`config.mk`:
```
export PLATFORM = sky130hd
export DESIGN_NAME = mod_counter_flat
export DESIGN_NICKNAME = d
export VERILOG_FILES = /design/src/rtl/mod_counter_if.sv /design/src/rtl/mod_counter.sv /design/src/flat_wrapper.sv
export SDC_FILE = /design/constraint.sdc
export NUM_CORES = 1
export LEC_CHECK = 0
export ABC_AREA = 0
export ABC_CLOCK_PERIOD_IN_PS = 1500
export BUFFER_PORTS_ARGS = -buffer_cell sky130_fd_sc_hd__buf_2
export CAP_MARGIN = 0
export CORE_UTILIZATION = 46
export DETAILED_ROUTE_END_ITERATION = 12
export PLACE_DENSITY = 0.74
export REMOVE_ABC_BUFFERS = 1
export SLEW_MARGIN = 25
export SYNTH_ARGS = -nofsm -noshare
export SYNTH_HDL_FRONTEND = slang
export SYNTH_SLANG_ARGS = --single-unit
```
`constraint.sdc`:
```
create_clock -name clk -period 1.5 [get_ports clk]
set_input_delay 0.375 -clock clk [delete_from_list [all_inputs] [get_ports clk]]
set_output_delay 0.375 -clock clk [all_outputs]
set_load 0.005 [all_outputs]
```
`src/rtl/mod_counter_if.sv`:
```
// rtl/mod_counter_if.sv - control and status bundle for mod_counter
interface mod_counter_if #(
  parameter int WIDTH = 6
) ();
  logic             en;
  logic             load;
  logic [WIDTH-1:0] load_reg;
  logic             up_dn;
  logic [WIDTH-1:0] cnt;
  logic             carry;
  logic             borrow;
  logic             sat;
  logic             load_err;
  logic             tc;

  modport master (
    output en, load, load_reg, up_dn,
    input  cnt, carry, borrow, sat, load_err, tc
  );

  modport slave (
    input  en, load, load_reg, up_dn,
    output cnt, carry, borrow, sat, load_err, tc
  );
endinterface

```
`src/rtl/mod_counter.sv`:
```
// rtl/mod_counter.sv - prescaled up/down modulo counter with wrap or saturate ends
// Load beats step; the prescaler phase only advances on enabled, non-load cycles.
module mod_counter #(
  parameter int WIDTH    = 6,
  parameter int MODULUS  = 60,
  parameter int PRESCALE = 1,
  parameter int WRAP     = 1
) (
  input  logic         clk,
  input  logic         rst,
  mod_counter_if.slave bus
);
  localparam int               PW       = (PRESCALE > 1) ? $clog2(PRESCALE) : 1;
  localparam logic [WIDTH-1:0] MAX_CNT  = WIDTH'(MODULUS - 1);
  localparam logic [WIDTH:0]   MOD_EXT  = (WIDTH+1)'(MODULUS);
  localparam logic [PW-1:0]    PSC_LAST = PW'(PRESCALE - 1);

  logic [WIDTH-1:0] cnt_q, cnt_d;
  logic [PW-1:0]    psc_q, psc_d;
  logic             carry_q, carry_d;
  logic             borrow_q, borrow_d;
  logic             sat_q, sat_d;
  logic             lerr_q, lerr_d;
  logic             step, at_max, at_zero;

  assign step    = bus.en && (psc_q == PSC_LAST);
  assign at_max  = (cnt_q == MAX_CNT);
  assign at_zero = (cnt_q == '0);

  always_comb begin
    cnt_d    = cnt_q;
    psc_d    = psc_q;
    carry_d  = 1'b0;
    borrow_d = 1'b0;
    sat_d    = sat_q;
    lerr_d   = 1'b0;
    if (bus.load) begin
      psc_d = '0;
      sat_d = 1'b0;
      // Out-of-range loads clamp to the top of the range rather than truncating.
      if ({1'b0, bus.load_reg} < MOD_EXT) begin
        cnt_d = bus.load_reg;
      end else begin
        cnt_d  = MAX_CNT;
        lerr_d = 1'b1;
      end
    end else if (bus.en) begin
      psc_d = step ? '0 : psc_q + PW'(1);
      if (step) begin
        if (bus.up_dn) begin
          if (!at_max) begin
            cnt_d = cnt_q + WIDTH'(1);
            sat_d = 1'b0;
          end else if (WRAP != 0) begin
            cnt_d   = '0;
            carry_d = 1'b1;
            sat_d   = 1'b0;
          end else begin
            sat_d = 1'b1;
          end
        end else begin
          if (!at_zero) begin
            cnt_d = cnt_q - WIDTH'(1);
            sat_d = 1'b0;
          end else if (WRAP != 0) begin
            cnt_d    = MAX_CNT;
            borrow_d = 1'b1;
            sat_d    = 1'b0;
          end else begin
            sat_d = 1'b1;
          end
        end
      end
    end
  end

  always_ff @(posedge clk or posedge rst) begin
    if (rst) begin
      cnt_q    <= '0;
      psc_q    <= '0;
      carry_q  <= 1'b0;
      borrow_q <= 1'b0;
      sat_q    <= 1'b0;
      lerr_q   <= 1'b0;
    end else begin
      cnt_q    <= cnt_d;
      psc_q    <= psc_d;
      carry_q  <= carry_d;
      borrow_q <= borrow_d;
      sat_q    <= sat_d;
      lerr_q   <= lerr_d;
    end
  end

  assign bus.cnt      = cnt_q;
  assign bus.carry    = carry_q;
  assign bus.borrow   = borrow_q;
  assign bus.sat      = sat_q;
  assign bus.load_err = lerr_q;
  assign bus.tc       = bus.up_dn ? at_max : at_zero;
endmodule

```
`src/flat_wrapper.sv`:
```
// flat-port wrapper written by rule: the top's interface ports become plain ports
module mod_counter_flat 
#(
  parameter int WIDTH    = 6,
  parameter int MODULUS  = 60,
  parameter int PRESCALE = 1,
  parameter int WRAP     = 1
)
  (clk, rst, bus_en, bus_load, bus_load_reg, bus_up_dn, bus_cnt, bus_carry, bus_borrow, bus_sat, bus_load_err, bus_tc);
  mod_counter_if #(.WIDTH(WIDTH)) bus_i ();
  input  logic clk;
  input  logic rst;
  input wire logic [$bits(bus_i.en)-1:0] bus_en;
  input wire logic [$bits(bus_i.load)-1:0] bus_load;
  input wire logic [$bits(bus_i.load_reg)-1:0] bus_load_reg;
  input wire logic [$bits(bus_i.up_dn)-1:0] bus_up_dn;
  output wire logic [$bits(bus_i.cnt)-1:0] bus_cnt;
  output wire logic [$bits(bus_i.carry)-1:0] bus_carry;
  output wire logic [$bits(bus_i.borrow)-1:0] bus_borrow;
  output wire logic [$bits(bus_i.sat)-1:0] bus_sat;
  output wire logic [$bits(bus_i.load_err)-1:0] bus_load_err;
  output wire logic [$bits(bus_i.tc)-1:0] bus_tc;
  assign bus_i.en = bus_en;
  assign bus_i.load = bus_load;
  assign bus_i.load_reg = bus_load_reg;
  assign bus_i.up_dn = bus_up_dn;
  assign bus_cnt = bus_i.cnt;
  assign bus_carry = bus_i.carry;
  assign bus_borrow = bus_i.borrow;
  assign bus_sat = bus_i.sat;
  assign bus_load_err = bus_i.load_err;
  assign bus_tc = bus_i.tc;
  mod_counter #(.WIDTH(WIDTH), .MODULUS(MODULUS), .PRESCALE(PRESCALE), .WRAP(WRAP)) u_core (.clk(clk), .rst(rst), .bus(bus_i));
endmodule
```
Word level (Yosys, flattened, before mapping):

Cells that the tools add are included.

* mux-type cells: 26
* add/sub/neg operators: 3
* eq/ne operators: 1
* reductions and logical operators: 5
* order comparisons: 1
* bitwise operators: 1

Operators with widths (count)
* $mux 6: 7
* $mux 1: 19
* $add 6x1->6 const B: 1
* $eq 6x6->1 const B: 1
* $logic_not 6->1: 1
* $lt 6x6->1 const B: 1
* $sub 6x1->6 const B: 1
* $reduce_bool 2->1: 2
* $reduce_and 2->1: 1
* $add 1x1->1 const B: 1
* $logic_and 1x1->1: 1
* $not 1->1: 1

* word-level logic and storage cells: 43
* output and inout port bits: 11
* bits of input ports: 11
* flip-flop bits (word level): 11

Logic depth before layout (Yosys ltp):

* depth in word-level cells: 6
* mapped depth: 6
* gate-level depth less buffers: 6

Least setup slack after synthesis:

OpenSTA, ideal clock, no wires.

* path kind: flip-flop to output port
* start point: reg u_core.cnt_q[1], in the netlist u_core.bus.cnt[1]
* end point: out bus_tc
* cell stages (with the launch flop): 6
* slack: -0.117 ns
* arrival: 1.242 ns
* cells stage by stage: dfrtp_1 -> ha_1 -> inv_1 -> o41ai_4 -> inv_1 -> nor2_1

* longest elaborated chain between the ends: 2
* elaborated cells between the ends (all ways): 3
* those cells by class: eq/ne: 1; mux: 1; reduce/logical: 1

RTL lines
* from (decl): line mod_counter.sv:18 `logic [WIDTH-1:0] cnt_q, cnt_d;`
* from (signal assigned): line mod_counter.sv:86 `cnt_q <= cnt_d;`
* $eq 6x6->1 / $logic_not 6->1 (equally long branches): line mod_counter.sv:27, mod_counter.sv:28
* $mux 1 *: line mod_counter.sv:100 `assign bus.tc = bus.up_dn ? at_max : at_zero;`
* to (decl): line flat_wrapper.sv:22 `output wire logic [$bits(bus_i.tc)-1:0] bus_tc;`

Mark *: on every way between the ends. The rest lies on a longest branch, timed or not.

Worst setup path in the final report:

* start point: reg u_core.cnt_q[2], in the netlist u_core.bus.cnt[2]
* end point: out bus_tc

Same word-level chain as after synthesis.

==> impl_metrics.json <==
{
  "cp_cell_sequence": "buf_6 > nor3_4 > a21oi_2 > nor2_1 > buf_2",
  "rows": 14,
  "cts_tree": "built",
  "ys_warn_count": 0,
  "cts.clk_slew.worst_paths_ns": 0.09,
  "die_h_microns": 44.4,
  "post_drt_via_cell_ratio": 5.78,
  "dp_hpwl_microns": 1780,
  "die_w_microns": 44.4,
  "final_cell_mix": "buf_4 (27), buf_2 (19), nor2_1 (8), dfrtp_2 (6)",
  "crit_required_ns": 1.12,
  "core_area_sq_um": 1590,
  "final_common_cell": "buf_4",
  "gr-usage-all-layers": 0.272,
  "place_ws_ns": -0.146,
  "diodes": 0,
  "grt_max_degree": 11,
  "fillers": 89,
  "grt_pass1_vias": 850,
  "ys_types": 42,
  "pin_count": 22,
  "firstDrtPassIters": 4,
  "first_iter_violations": 33,
  "via_count": 965,
  "cp_max_fo": 4,
  "die_area_sq_um": 1970,
  "place_congestion": 0.861,
  "drv_slew": 0,
  "rr_startpoint": "u_core.bus.cnt[2]",
  "p_leak_nw": 0.609,
  "synth_seq_area_share": 0.302,
  "critPathLaunch": "u_core.bus.cnt[2]",
  "antenna_left": 0,
  "clock-sinks": 10,
  "ctsRootBufferMaster": "clkbuf_4",
  "skew_ns": 0.0144,
  "reg2reg_slack_ns": -0.16,
  "avgRoutedWirePerCell_microns": 16.9,
  "syn_area_sq_um": 828,
  "worstSkewPairLatency_ns": 0.28,
  "reg2regPathDepth": 6,
  "rsz0062_at_grt": "true",
  "htreeDepth": 1,
  "cts_buffers": 3,
  "setup_ws_ns": -0.299,
  "grt_first_pass_wirelength_microns": 3800,
  "hold_viol": 0,
  "async_flop_share": 1.00,
  "hold_path.class": "input pin to asynchronous set/reset pin",
  "timing.rr.end": "u_core.bus.cnt[2]",
  "post-route-util": 0.823,
  "violations": "setup timing",
  "drv_cap": 0,
  "synth_edf_count": 0,
  "antenna_found_initial": 0,
  "vdd_ir_drop_max_v": 0.000613,
  "worstSetupStartpointType": "register",
  "drive_gt1_frac": 0.594,
  "outcome": "finished with violations",
  "grt-ovfl-total": 0,
  "initial_core_util": 0.520,
  "layout_min_cycle_time_ns": 1.80,
  "drc_errors": 0,
  "wl_microns": 2820,
  "hold_ws_ns": 0.0728,
  "setup.worst_path.end_class": "output pin",
  "cp.arrival_ns": 1.42,
  "postCtsHoldBufs": 0,
  "final_nets": 158,
  "ys_ff_latch": 10,
  "setup-violations-final": 6,
  "clockBufferDepth": 2,
  "path_class": "register to output pin",
  "power.density_nw_per_um2": 815,
  "fin_crit_sh": 1.20,
  "io_buffer_count": 20,
  "ys.flop_type": "dfrtp_1",
  "max_stage_delay_ns": 0.46,
  "max_freq_ghz": 0.556,
  "syn_avg_cell_area_sq_um": 8.63,
  "cp_slowest_cell": "dfrtp_2",
  "area_delta_synth_final_pct": 58.3,
  "syn-instance-count": 96
}
==> routing by layer <==
| metal | global-route usage | up-vias | part of all wire | routed length [microns] |
|---|---|---|---|---|
| li1 | - | 438 | - | - |
| met2 | 0.494 | 71 | 0.51 | 1440 |
| met5 | 0 | - | 0 | 0 |
| met1 | 0.316 | 431 | 0.35 | 990 |
| met4 | 0.121 | 0 | 0.052 | 146 |
| met3 | 0.0327 | 25 | 0.085 | 241 |
==> flip-flops by register name (all words and copies together) (netlist names) <==
| register | count |
|---|---|
| u_core.bus.borrow | 1 |
| u_core.bus.carry | 1 |
| u_core.bus.cnt | 6 |
| u_core.bus.load_err | 1 |
| u_core.psc_q | 1 |
==> layout make-up <==
class	instances	area [sq um]	area share
inverter	8	30.0	0.0229
multi-input combinational	71	614	0.469
timing repair buffer	50	343	0.261
tap	24	30.0	0.0229
sequential	10	258	0.197
clock buffer	4	36.3	0.0277
==> cell usage after synthesis, types with 2 or more instances <==
library cell	n	area (sq um)
dfrtp_1	10	250
nor2_1	9	33.8
a21oi_1	7	35.0
inv_1	7	26.3
a211oi_1	4	30.0
nor3_1	4	20.0
o21ai_0	4	20.0
ha_1	3	37.5
nand2_1	3	11.3
nand3_1	3	15.0
a21o_1	2	15.0
a311oi_1	2	17.5
and2_1	2	12.5
buf_4	2	15.0
buf_6	2	22.5
clkbuf_1	2	7.51
nor2b_1	2	12.5
o211ai_1	2	15.0
or3_1	2	12.5
xnor2_1	2	17.5
==> kinds of logic (layout without fill, tap and decap cells) <==
group,after synthesis,count (layout),synth area share
and+or+nand+nor,33,33,0.227
AOI/OAI and AO/OA,31,31,0.293
buffers and inverters,15,62,0.0967
DFF,10,10,0.302
adders and majority gates,3,3,0.0453
xor gates and xnor gates,3,3,0.0317
other,1,1,0.00453
==> worst max-delay path by stage <==
stage	to	slack (ns)	cells after the start
6_report	bus_tc	-0.30	5
5_1_grt	bus_tc	-0.36	6
4_1_cts	bus_tc	-0.33	6
3_5_place_dp	bus_tc	-0.15	6
3_3_place_gp	bus_tc	-0.07	6
2_1_floorplan	bus_tc	-0.12	5
==> stage by stage <==
| step | cells | area [sq um] | setup TNS [ns] | power [mW] |
|---|---|---|---|---|
| final | 167 | 1310 | -0.770 | 1.07 |
| after global placement | 158 | 1100 | -0.176 | 0.672 |
| after CTS | 165 | 1170 | -0.601 | 0.961 |
| after floorplan | 89 | 778 | -0.205 | 0.496 |
| after global routing | 167 | 1310 | -1.09 | 1.12 |
| after detailed placement | 158 | 1100 | -0.427 | 0.686 |
==> critical path, delay by kind of cell, from the launching register on <==
kind	cells	cell delay, ns
AO/OA/AOI/OAI	1	0.10
buffers and inverters	2	0.25
flip-flops	1	0.46
AND/OR/NAND/NOR	2	0.33
==> report_power, final <==
part           switching (mW)  internal (mW)
Combinational           0.234          0.237
Clock                   0.115          0.148
Sequential             0.0418          0.294
Total                   0.391          0.678
==> timing repair <==
item | in CTS | in global routing
buffers inserted | 4 | 2
pin swaps | 5 | 8
endpoints found under the setup margin | 7 | 10
resized for setup | 8 | 28
No activity file was read; power rests on OpenSTA's default activity.
